File: src/rtl/alu_pkg.sv
// -----------------------------------------------------------------------------
// alu_pkg -- shared definitions for the ALU / multiply-divide unit.
//   * opcode constants for control_in
//   * FSM state encoding of the top-level request/response controller
//   * operation select and iteration-counter width of the iterative datapath
// -----------------------------------------------------------------------------
package alu_pkg;

  localparam logic [3:0] OP_AND  = 4'b0000;
  localparam logic [3:0] OP_OR   = 4'b0001;
  localparam logic [3:0] OP_ADD  = 4'b0010;
  localparam logic [3:0] OP_XOR  = 4'b0011;
  localparam logic [3:0] OP_SLL  = 4'b0100;
  localparam logic [3:0] OP_SRL  = 4'b0101;
  localparam logic [3:0] OP_SUB  = 4'b0110;
  localparam logic [3:0] OP_SRA  = 4'b0111;
  localparam logic [3:0] OP_SLT  = 4'b1000;
  localparam logic [3:0] OP_SLTU = 4'b1001;
  localparam logic [3:0] OP_MUL  = 4'b1010;
  localparam logic [3:0] OP_DIVU = 4'b1011;
  localparam logic [3:0] OP_REMU = 4'b1100;

  typedef enum logic [1:0] {
    ST_IDLE = 2'd0,
    ST_CALC = 2'd1,
    ST_DONE = 2'd2
  } state_e;

  typedef enum logic [1:0] {
    MD_MUL  = 2'd0,
    MD_DIVU = 2'd1,
    MD_REMU = 2'd2
  } md_op_e;

  // Wide enough to count WIDTH-1 for the largest legal WIDTH (64).
  localparam int CNT_W = 7;

endpackage

File: src/rtl/alu_muldiv_iter.sv
// -----------------------------------------------------------------------------
// alu_muldiv_iter -- iterative shift-add multiplier / restoring divider.
// One bit per clock; exactly WIDTH iterations after the start pulse.
//   clk, reset  : clock, asynchronous active-low reset
//   start       : load operands and begin (only pulsed while idle)
//   op          : MD_MUL (low WIDTH bits), MD_DIVU, MD_REMU
//   A, B        : operands, sampled on start
//   done        : high during the final iteration cycle
//   result      : value the final iteration produces (valid while done = 1)
// Divide by zero needs no special case: every trial subtraction succeeds,
// giving an all-ones quotient and a remainder equal to A.
// -----------------------------------------------------------------------------
module alu_muldiv_iter
  import alu_pkg::*;
#(
  parameter int WIDTH = 32
) (
  input  logic             clk,
  input  logic             reset,
  input  logic             start,
  input  md_op_e           op,
  input  logic [WIDTH-1:0] A,
  input  logic [WIDTH-1:0] B,
  output logic             done,
  output logic [WIDTH-1:0] result
);

  logic             busy;
  logic [CNT_W-1:0] count;
  md_op_e           op_q;
  logic [WIDTH-1:0] acc, mcand, mplier;
  logic [WIDTH-1:0] quo, rem, divisor;

  logic [WIDTH-1:0] acc_next, quo_next, rem_next;
  logic [WIDTH:0]   rem_shift, diff;

  always_comb begin
    acc_next  = mplier[0] ? acc + mcand : acc;
    rem_shift = {rem, quo[WIDTH-1]};
    diff      = rem_shift - {1'b0, divisor};
    // A negative trial difference restores the shifted remainder; it then
    // fits in WIDTH bits because it is below the divisor.
    if (diff[WIDTH]) begin
      rem_next = rem_shift[WIDTH-1:0];
      quo_next = {quo[WIDTH-2:0], 1'b0};
    end else begin
      rem_next = diff[WIDTH-1:0];
      quo_next = {quo[WIDTH-2:0], 1'b1};
    end
    case (op_q)
      MD_DIVU: result = quo_next;
      MD_REMU: result = rem_next;
      default: result = acc_next;
    endcase
  end

  assign done = busy && (count == CNT_W'(WIDTH - 1));

  // NOTE: the datapath registers are reset as well so that result never
  // carries X into the top level, even though it is only sampled with done.
  always_ff @(posedge clk or negedge reset) begin
    if (!reset) begin
      busy    <= 1'b0;
      count   <= '0;
      op_q    <= MD_MUL;
      acc     <= '0;
      mcand   <= '0;
      mplier  <= '0;
      quo     <= '0;
      rem     <= '0;
      divisor <= '0;
    end else if (start) begin
      busy    <= 1'b1;
      count   <= '0;
      op_q    <= op;
      acc     <= '0;
      mcand   <= A;
      mplier  <= B;
      quo     <= A;
      rem     <= '0;
      divisor <= B;
    end else if (busy) begin
      acc    <= acc_next;
      mcand  <= mcand << 1;
      mplier <= mplier >> 1;
      quo    <= quo_next;
      rem    <= rem_next;
      if (done) begin
        busy  <= 1'b0;
        count <= '0;
      end else begin
        count <= count + CNT_W'(1);
      end
    end
  end

endmodule

File: src/rtl/alu_muldiv_unit.sv
// -----------------------------------------------------------------------------
// alu_muldiv_unit -- handshaked ALU with optional iterative MUL/DIVU/REMU.
//   clk, reset            : clock, asynchronous active-low reset
//   A, B, control_in      : operands and opcode, sampled on in_valid & in_ready
//   in_valid / in_ready   : request handshake (in_ready only in IDLE)
//   result, zero, illegal : registered response, held until out_ready
//   out_valid / out_ready : response handshake
// Build option: define ALU_MULDIV_EN to implement MUL/DIVU/REMU through
// alu_muldiv_iter (WIDTH+1 edge latency). Without it those codes are illegal
// and the CALC state is unreachable.
// -----------------------------------------------------------------------------
module alu_muldiv_unit
  import alu_pkg::*;
#(
  parameter int WIDTH  = 32,
  parameter int CTRL_W = 4
) (
  input  logic              clk,
  input  logic              reset,
  input  logic [WIDTH-1:0]  A,
  input  logic [WIDTH-1:0]  B,
  input  logic [CTRL_W-1:0] control_in,
  input  logic              in_valid,
  output logic              in_ready,
  output logic [WIDTH-1:0]  result,
  output logic              zero,
  output logic              illegal,
  output logic              out_valid,
  input  logic              out_ready
);

  localparam int SH_W = $clog2(WIDTH);

  state_e           state_q, state_d;
  logic [WIDTH-1:0] alu_res;
  logic             alu_illegal;
  logic             is_md;
  logic             md_done;
  logic [WIDTH-1:0] md_result;
  logic [SH_W-1:0]  shamt;

  assign shamt    = B[SH_W-1:0];
  assign in_ready = (state_q == ST_IDLE);

`ifdef ALU_MULDIV_EN
  md_op_e md_op;
`endif

  // Single-cycle datapath and opcode decode.
  // NOTE: every output of this block gets a default first so no latch forms.
  always_comb begin
    alu_res     = '0;
    alu_illegal = 1'b0;
    is_md       = 1'b0;
`ifdef ALU_MULDIV_EN
    md_op       = MD_MUL;
`endif
    case (control_in)
      CTRL_W'(OP_AND):  alu_res = A & B;
      CTRL_W'(OP_OR):   alu_res = A | B;
      CTRL_W'(OP_ADD):  alu_res = A + B;
      CTRL_W'(OP_SUB):  alu_res = A - B;
      CTRL_W'(OP_XOR):  alu_res = A ^ B;
      CTRL_W'(OP_SLL):  alu_res = A << shamt;
      CTRL_W'(OP_SRL):  alu_res = A >> shamt;
      CTRL_W'(OP_SRA):  alu_res = $unsigned($signed(A) >>> shamt);
      CTRL_W'(OP_SLT):  alu_res = WIDTH'($signed(A) < $signed(B));
      CTRL_W'(OP_SLTU): alu_res = WIDTH'(A < B);
`ifdef ALU_MULDIV_EN
      CTRL_W'(OP_MUL):  begin is_md = 1'b1; md_op = MD_MUL;  end
      CTRL_W'(OP_DIVU): begin is_md = 1'b1; md_op = MD_DIVU; end
      CTRL_W'(OP_REMU): begin is_md = 1'b1; md_op = MD_REMU; end
`else
      CTRL_W'(OP_MUL), CTRL_W'(OP_DIVU), CTRL_W'(OP_REMU): alu_illegal = 1'b1;
`endif
      default:          alu_illegal = 1'b1;
    endcase
  end

`ifdef ALU_MULDIV_EN
  alu_muldiv_iter #(.WIDTH(WIDTH)) u_iter (
    .clk    (clk),
    .reset  (reset),
    .start  (in_ready && in_valid && is_md),
    .op     (md_op),
    .A      (A),
    .B      (B),
    .done   (md_done),
    .result (md_result)
  );
`else
  assign md_done   = 1'b0;
  assign md_result = '0;
`endif

  always_comb begin
    state_d = state_q;
    case (state_q)
      ST_IDLE: if (in_valid)  state_d = is_md ? ST_CALC : ST_DONE;
      ST_CALC: if (md_done)   state_d = ST_DONE;
      ST_DONE: if (out_ready) state_d = ST_IDLE;
      default:                state_d = ST_IDLE;
    endcase
  end

  // NOTE: sequential state uses non-blocking assignments so every register
  // samples pre-edge values regardless of block ordering.
  always_ff @(posedge clk or negedge reset) begin
    if (!reset) state_q <= ST_IDLE;
    else        state_q <= state_d;
  end

  // Response registers: loaded when entering DONE, held until released.
  always_ff @(posedge clk or negedge reset) begin
    if (!reset) begin
      result    <= '0;
      zero      <= 1'b0;
      illegal   <= 1'b0;
      out_valid <= 1'b0;
    end else begin
      case (state_q)
        ST_IDLE: if (in_valid && !is_md) begin
          result    <= alu_res;
          zero      <= (alu_res == '0);
          illegal   <= alu_illegal;
          out_valid <= 1'b1;
        end
        ST_CALC: if (md_done) begin
          result    <= md_result;
          zero      <= (md_result == '0);
          illegal   <= 1'b0;
          out_valid <= 1'b1;
        end
        ST_DONE: if (out_ready) out_valid <= 1'b0;
        default: out_valid <= 1'b0;
      endcase
    end
  end

endmodule

File: config.mk
export PLATFORM = sky130hd
export DESIGN_NAME = alu_muldiv_unit
export DESIGN_NICKNAME = d
export VERILOG_FILES = /design/src/rtl/alu_pkg.sv /design/src/rtl/alu_muldiv_iter.sv /design/src/rtl/alu_muldiv_unit.sv
export SDC_FILE = /design/constraint.sdc
export NUM_CORES = 1
export LEC_CHECK = 0
export ABC_CLOCK_PERIOD_IN_PS = 5800
export BUFFER_PORTS_ARGS = -buffer_cell sky130_fd_sc_hd__buf_2
export CAP_MARGIN = 20
export CORE_MARGIN = 8
export CORE_UTILIZATION = 45
export CTS_BUF_LIST = sky130_fd_sc_hd__clkbuf_8
export CTS_CLUSTER_DIAMETER = 100
export DETAILED_ROUTE_END_ITERATION = 12
export SETUP_SLACK_MARGIN = 0.05
export SKIP_CTS_REPAIR_TIMING = 1
export SLEW_MARGIN = 20
export SYNTH_ARGS = -nofsm -noshare
export SYNTH_HDL_FRONTEND = slang
export SYNTH_SLANG_ARGS = --single-unit
File: constraint.sdc
create_clock -name clk -period 5.8 [get_ports clk]
set_input_delay 0.58 -clock clk [delete_from_list [all_inputs] [get_ports clk]]
set_output_delay 0.58 -clock clk [all_outputs]
set_load 0.005 [all_outputs]
# After elaboration in Yosys (flattened, before gate mapping)
# Cells that the tools add are included.
dict set report totals {
  reg_bits 37
  latchBits 0
  ramBits 0
  mem_bits_ro 0
  input_bits 72
  out_inout_bits 36
  wordCells 43
  memories 0
}
dict set report op_classes {
  n_addsub 2
  multipliers 0
  div_mod_pow 0
  n_lt_le_gt_ge 2
  n_eq_ne 13
  shifts 3
  mux 8
  bitwise 4
  reduce_logical 6
}
# operator count
set ops {}
lappend ops {{$pmux W32 S10} 1}
lappend ops {{$lt A32 B32 Y1} 2}
lappend ops {{$add A32 B32 Y32} 1}
lappend ops {{$and A32 B32 Y32} 1}
lappend ops {{$logic_not A32 Y1} 1}
lappend ops {{$or A32 B32 Y32} 1}
lappend ops {{$shl A32 B5 Y32} 1}
lappend ops {{$shr A32 B5 Y32} 1}
lappend ops {{$sshr A32 B5 Y32} 1}
lappend ops {{$sub A32 B32 Y32} 1}
lappend ops {{$xor A32 B32 Y32} 1}
lappend ops {{$eq A4 B3 Y1 const B} 4}
lappend ops {{$reduce_or A10 Y1} 1}
lappend ops {{$eq A4 B2 Y1 const B} 2}
lappend ops {{$eq A4 B4 Y1 const B} 2}
lappend ops {{$pmux W2 S3} 1}
lappend ops {{$eq A4 B1 Y1 const B} 1}
lappend ops {{$logic_not A4 Y1} 1}
lappend ops {{$mux W2} 2}
lappend ops {{$ne A2 B2 Y1 const B} 2}
lappend ops {{$mux W1} 3}
lappend ops {{$pmux W1 S3} 1}
lappend ops {{$reduce_and A3 Y1} 1}
lappend ops {{$eq A2 B1 Y1 const B} 1}
lappend ops {{4 further kinds} 4}

# Depth between registers and ports, before layout
# Gate-level depths: netlist (run 1).
dict set report depth {
  ltp_word 3
  depth_mapped 17
  ltp_nobuf 14
}

# Least setup slack after synthesis (run 1)
# OpenSTA, ideal clock, no wires.
dict set report synth_timing {
  kind {input to register}
  startpoint {input port B[2]}
  endpoint {register zero}
  setup_time_ns 0.104
  arrival_ns 4.431
  required_time_ns 5.696
  slack_ns 1.266
  cell_stages 17
  n_path_buf 4
  path_cell_list {buf_2 > inv_2 > buf_1 > buf_1 > ha_1 > buf_2 > nor2_1 > o311ai_0 > a31oi_1 > nand3_1 > o211ai_1 > or2_2 > and3_1 > o2111ai_1 > o311ai_0 > or4_1 > o41ai_2}
}
dict set report synth_via {
  elab_chain_len 3
  word_cells_on_any_way 12
  cone_classes {add/sub (2); order compare (2); shift (3); mux (1); bitwise (3); reduce/logical (1)}
}
# item line
set synth_lines {}
lappend synth_lines {{from (decl)} alu_muldiv_unit.sv:21} ;# input logic [WIDTH-1:0] B,
lappend synth_lines {{$sub A32 B32 Y32, or another cell as far along} alu_muldiv_unit.sv:62} ;# CTRL_W'(OP_SUB): alu_res = A - B;
lappend synth_lines {{$pmux W32 S10 *} alu_muldiv_unit.sv:58} ;# case (control_in)
lappend synth_lines {{$logic_not A32 Y1 *} alu_muldiv_unit.sv:124} ;# zero <= (alu_res == '0);
lappend synth_lines {{to (signal assigned)} alu_muldiv_unit.sv:124}
lappend synth_lines {{to (signal assigned)} alu_muldiv_unit.sv:130} ;# zero <= (md_result == '0);
lappend synth_lines {{to (decl)} alu_muldiv_unit.sv:26} ;# output logic zero,
# Mark *: on every way between the ends. The rest lies on a longest branch, timed or not.
# A chain may end at the register's enable or synchronous reset.

# Worst setup path in the final report (run 1)
dict set report layout_timing {
  startpoint {input port B[0]}
  endpoint {register zero}
}
# The elaborated chain is that of the path after synthesis.

==> flow_summary.yaml, run 1 <==
detailed_routing:
  via_count: 15070
  routed_via_density: 7.394
  postRouteAntennaNets: 0
  drt-initial-drc-count: 2327
  drt_pass1_iterations: 8
  drt_wl_total_mm: 67.25
  wire_per_inst_um: 33.00
  remaining_drc_errors: 0
placement:
  port_buffers: 107
  postPlaceCellArea_mm2: 0.01265
  hpwlAfterDp_mm: 52.49
  gp_congestion: 1.047
die:
  dieHeight_um: 177.4
  die_x_um: 177.4
  dieArea_mm2: 0.03148
  initial_core_util: 0.4538
  num_rows: 59
  coreArea_mm2: 0.02584
  io_pins: 108
synthesis:
  synth_adder_area_share: 0.1091
  ys_seq_area_frac: 0.07470
  synthSimpleGateAreaFrac: 0.2351
  synth_xor_area_frac: 0.01195
  synth.net_count: 1828
  synth_edf_count: 0
  synth_ff_type: "dfrtp_1"
  syn_avg_cell_area_um2: 7.085
  synthDistinctLibCells: 85
  synthMuxAreaShare: 0.1692
  ys_async_sr_fraction: 1.000
  synth-compound-area-share: 0.3199
  synth_top_family_by_area: "compound AO/OA/AOI/OAI gates"
  syn_inst: 1655
  synth-seq-cells: 35
  yosysWarnings: 0
  netlist_area_mm2: 0.01172
job:
  maxCapViolations: 0
cts:
  cts_tree: "done"
  clockBufferDepth: 2
  cts_root_buf: "clkbuf_8"
  cts.sinks: 35
  cts_inserted_buffers: 5
  path_clk_slew_ns: 0.07
  clk_latency_ns: 0.30
  cts_max_level: 2
pwr:
  seqPwrFrac: 0.175
  leakage_nw: 5.464
  vdd_drop_max_mv: 0.2069
  switchingPower_mw: 1.008
  comb_power_share: 0.704
  power_density_mw_per_mm2: 149.3
  swShare: 0.5288
  total_power_mw: 1.906
  p_clk_frac: 0.122
  p_int_uw: 898.1
worst_setup_path:
  crit_chain: "buf_4 -> buf_4 -> mux2i_1 -> a222oi_1 -> nand4_1 -> nand4_1 -> or4_4 -> nor4_2 -> nand4_1 -> nor4_1 -> nand4_1 -> or4_1 -> o41ai_2"
  endpoint_kind: "flip-flop"
  critPathMaxFanout: 34
  crit_top_cell: "nand4_1"
  cpPeakStageDelay_ns: 0.69
  cp.required_ns: 6.00
  startpoint_type: "primary input"
  cpMaxStageDelayCell: "mux2i_1"
  cp.arrival_ns: 5.07
  critical_path_class: "primary input to flip-flop"
outcome:
  status: "finished, final reports clean"
layout:
  nFillCells: 2663
  fin_nets: 1874
  postLayoutCellArea_mm2: 0.01277
  post-route-util: 0.4941
  drive_gt1_frac: 0.1692
  area_growth_pct: 8.889
global_route:
  grt_pass1_wl_mm: 97.42
  grt_usage: 0.4143
  antenna_found_initial: 2
  grt_pass1_vias: 14140
  grt_max_degree: 69
  overflow: 0
sta:
  finalCriticalPeriod_ns: 4.863
  fmax_ghz: 0.2056
  holdWs_ns: 0.3406
  worstMarginPinSlew_ns: 1.171
  slew_headroom: 0.2164
  finalSetupViolations: 0
  timing.final.crit_share: 0.8384
  tns_ns: 0
  drv_slew: 0
  hold_viol: 0
  clock_skew_ns: 0.001922
  grt_setup_unrepaired: "no"
worst_hold_path:
  min_path_type: "primary input to asynchronous set/reset pin"
-- worst max-delay path: cells and delay by family --
family,cells,cell delay [ns]
AOI/OAI and AO/OA,2,0.61
and+or+nand+nor,8,2.38
buffers and inverters,2,0.77
muxes,1,0.69
-- metrics by stage --
| step | worst slack, ns | instances |
|---|---|---|
| 2_1_floorplan | 1.266 | 1655 |
| 3_3_place_gp | 0.9158 | 2029 |
| 3_5_place_dp | 0.8559 | 2029 |
| 4_1_cts | 1.168 | 2037 |
| 5_1_grt | 0.8413 | 2037 |
| 6_report | 0.9372 | 2038 |
-- kinds of logic after synthesis --
group	Yosys count
AND/OR/NAND/NOR	572
XOR/XNOR	16
buffers and inverters	230
adder cells (fa/ha/maj)	101
multiplexers	143
AO/OA/AOI/OAI	558
flip-flops	35
-- final timing paths --
| kind | cells past startpoint | slack (ns) | end | start |
|---|---|---|---|---|
| min in group clk | 2 | 0.47 | result[20] | result[20] |
| setup / recovery | 13 | 0.94 | zero | B[0] |
| max in group asynchronous | 1 | 4.97 | result[30] | reset |
| setup reg to reg | 11 | 2.36 | zero | out_valid |
| hold / removal | 1 | 0.34 | result[4] | reset |
| hold reg to reg | 2 | 0.47 | result[20] | result[20] |
-- placed cells by master, fill, tap and decap left out, types with 31 or more instances in the layout --
cell type,count
nand3_1,48
dfrtp_1,35
buf_4,62
mux2_2,42
nor2_1,149
a21oi_1,116
ha_1,99
buf_2,106
nand2_1,173
o22ai_1,32
mux2i_1,61
mux4_2,40
nor3_1,32
nand2b_1,31
o21ai_0,124
inv_1,94
-- cells in the mapped netlist, types with 8 or more instances --
cell type	count	area, um^2
nand2_1	173	649.4
o31ai_1	19	142.6
dfrtp_1	35	875.8
o22ai_1	32	200.2
or3_1	11	68.82
inv_1	94	352.8
nor4_1	19	118.9
a221oi_1	13	113.9
nor2_1	149	559.3
a21oi_1	116	580.6
or2_2	13	81.33
nand2b_1	31	193.9
nor3_1	32	160.2
a21o_1	16	120.1
o211ai_1	30	225.2
and3_1	10	62.56
ha_1	99	1239
buf_1	8	30.03
a31oi_1	23	143.9
or4_1	10	75.07
xnor2_1	15	131.4
clkbuf_1	89	334.1
a211o_1	8	70.07
nand4_1	16	100.1
a211oi_1	29	217.7
nor2b_1	23	143.9
mux2i_1	61	610.6
nand3_1	48	240.2
o21ai_0	124	620.6
mux4_2	40	900.9
buf_2	27	135.1
o21a_1	11	82.58
o221ai_1	14	122.6
mux2_2	42	473.0
a22oi_1	16	120.1
-- cell type report --
type / count / area [um^2] / area share
clock inverter: 2 / 35.03 / 0.002744
antenna: 1 / 2.502 / 0.0001960
sequential: 35 / 875.8 / 0.06860
tap: 335 / 419.2 / 0.03283
multi-input combinational: 1390 / 9928 / 0.7776
timing repair buffer: 171 / 1056 / 0.08271
clock buffer: 6 / 82.58 / 0.006468
inverter: 98 / 367.9 / 0.02881
-- routing by layer --
layer,share of wire,global-route usage,vias up
met2,0.43,0.6342,1246
met3,0.13,0.1034,278
met5,0.00016,0,-
met4,0.067,0.2230,2
li1,-,-,6308
met1,0.37,0.5279,7235
-- power groups by stage --
| stage | sequential (mW) | combinational [mW] | clock, mW |
|---|---|---|---|
| floorplan | 0.339 | 0.762 | 0 |
| CTS | 0.333 | 1.28 | 0.235 |
| detailed placement | 0.338 | 1.27 | 0 |
| global route | 0.341 | 1.40 | 0.245 |
| global placement | 0.335 | 1.27 | 0 |
| finish | 0.333 | 1.34 | 0.232 |
-- registers in the layout, indices dropped and copies added (netlist names) --
signal     cells
result        32
zero           1
illegal        1
out_valid      1
Power figures use the tool's default switching activity.
==> run 2: changes to the inputs <==
ABC_CLOCK_PERIOD_IN_PS = 4300   (was 5800)
PLACE_DENSITY = 0.66   (was not set)
clock period = 4.3 ns   (was 5.8 ns; I/O delays follow)
==> run 2 against run 1 <==
Net effect: first-iteration DRC count is 14% higher; combinational power is 54% higher; largest power group unchanged; via count is 5.3% higher; worst hold slack worse by 0.15 ns; register-to-register slack worse by 1.4 ns; routed wire length is 1.6% lower; final cell count is 12% higher; clock power is 31% higher; sequential share of layout area is 0.90 points lower; global-route usage is 1.0 points lower; utilization is 7.4 points higher; largest cell class unchanged.
==> flow_summary.yaml, run 2 (synthesis results as in run 1) <==
outcome:
  status: "finished, final reports clean"
sta:
  timing.final.crit_share: 0.9544
  tns_ns: 0
  slew_headroom: 0.2329
  worstMarginPinSlew_ns: 1.149
  drv_slew: 0
  clock_skew_ns: 0.003598
  holdWs_ns: 0.1880
  finalCriticalPeriod_ns: 4.104
  hold_viol: 0
  grt_setup_unrepaired: "no"
  finalSetupViolations: 0
  fmax_ghz: 0.2437
  setup_slack_ns: 0.1960
die:
  dieHeight_um: 177.4
  io_pins: 108
  dieArea_mm2: 0.03148
  coreArea_mm2: 0.02584
  die_x_um: 177.4
  num_rows: 59
  initial_core_util: 0.4538
pwr:
  power_density_mw_per_mm2: 191.3
  leakage_nw: 6.661
  vdd_drop_max_mv: 0.3034
placement:
  post-place-ws_ns: -0.04100
  port_buffers: 107
  gp_congestion: 1.142
  hpwlAfterDp_mm: 53.80
cts:
  cts_tree: "done"
  cts_max_level: 2
  clockBufferDepth: 2
  cts.sinks: 35
  cts_inserted_buffers: 5
  cts_root_buf: "clkbuf_8"
  clk_latency_ns: 0.30
  path_clk_slew_ns: 0.08
detailed_routing:
  drt_pass1_iterations: 8
  drt-initial-drc-count: 2652
  postRouteAntennaNets: 0
  wire_per_inst_um: 28.99
  drt_wl_total_mm: 66.18
  via_count: 15860
  remaining_drc_errors: 0
  routed_via_density: 6.947
layout:
  regMostFlops: "result"
  mostFrequentLayoutCell: "buf_4"
  nFillCells: 2564
  layout_common_cells: "303 x buf_4, 173 x nand2_1, 149 x nor2_1"
  area_growth_pct: 25.29
  seq_area_um2: 875.8
  diodes: 0
  post-route-util: 0.5686
  largest_reg_flops: 32
  fin_nets: 2120
  drive_gt1_frac: 0.2772
  multi_input_area_mm2: 0.009957
worst_setup_path:
  cpMaxStageDelayCell: "or4_1"
  path_buf_inv: 6
  critPathMaxFanout: 12
  endpoint_kind: "flip-flop"
  cp.required_ns: 4.50
  crit_top_cell: "buf_4"
  startpoint_type: "primary input"
  crit_chain: "buf_4 -> buf_4 -> buf_4 -> mux2_2 -> buf_4 -> mux2i_1 -> o32ai_1 -> a211oi_1 -> buf_4 -> o221ai_1 -> a211oi_2 -> nand4_1 -> nor4_2 -> buf_4 -> nand4_1 -> or4_1 -> o41ai_2"
  path_delay_family: "compound AO/OA/AOI/OAI gates"
  cp.arrival_ns: 4.30
  cpPeakStageDelay_ns: 0.44
  critical_path_class: "primary input to flip-flop"
global_route:
  overflow: 0
  grt_pass1_vias: 14750
  antenna_found_initial: 1
  grt_max_degree: 59
  grt_pass1_wl_mm: 95.91
  grt_usage: 0.4039
job:
  maxCapViolations: 0
worst_hold_path:
  min_path_type: "primary input to asynchronous set/reset pin"
-- run 2: changes by cell type in the layout (fill, tap and decap cells not counted), sizes merged --
cell | before | now
buf | 171 | 417
clkbuf | 6 | 5
clkinv | 4 | 5
diode | 1 | 0
-- run 2: layer usage --
layer | vias up | part of all wire | GRT usage
li1 | 6810 | - | -
met1 | 7507 | 0.38 | 0.5170
met2 | 1269 | 0.43 | 0.6231
met3 | 273 | 0.12 | 0.08574
met4 | 2 | 0.068 | 0.2254
met5 | - | 0.00020 | 0
-- run 2: stage by stage --
stage / cell area (um^2) / cells / total power, mW
2_1_floorplan: 11730 / 1655 / 1.486
3_3_place_gp: 14540 / 2274 / 2.400
3_5_place_dp: 14540 / 2274 / 2.420
4_1_cts: 14650 / 2282 / 2.735
5_1_grt: 14690 / 2283 / 2.939
6_report: 14690 / 2283 / 2.810
-- run 2: power breakdown --
part | internal [mW] | switching (mW) | leakage, nW | total, mW
Clock | 0.173 | 0.132 | 0.0581 | 0.304
Combinational | 0.837 | 1.23 | 6.16 | 2.06
Sequential | 0.406 | 0.0361 | 0.441 | 0.442
-- run 2: final timing paths --
kind	startpoint	cells after the start	end	slack (ns)
max	B[0]	17	zero	0.20
min	reset	1	result[14]	0.19
max reg2reg	out_valid	12	zero	0.97
min reg2reg	result[25]	2	result[25]	0.47
max in group asynchronous	reset	1	zero	3.63
min in group clk	out_ready	2	out_valid	0.31
-- run 2: worst reg2reg max path: cells and delay by family, from the launching register on --
kind,cells,cell delay (ns)
DFF,1,0.41
and+or+nand+nor,7,1.64
buffers and inverters,2,0.25
AOI/OAI and AO/OA,3,0.95
-- run 2: final cells by class --
cell class / instances / area share
Tap cell: 335 / 0.02853
Inverter: 98 / 0.02513
Multi-Input combinational cell: 1390 / 0.6778
Clock buffer: 5 / 0.004684
Clock inverter: 3 / 0.002981
Sequential cell: 35 / 0.05962
Timing Repair Buffer: 417 / 0.2013
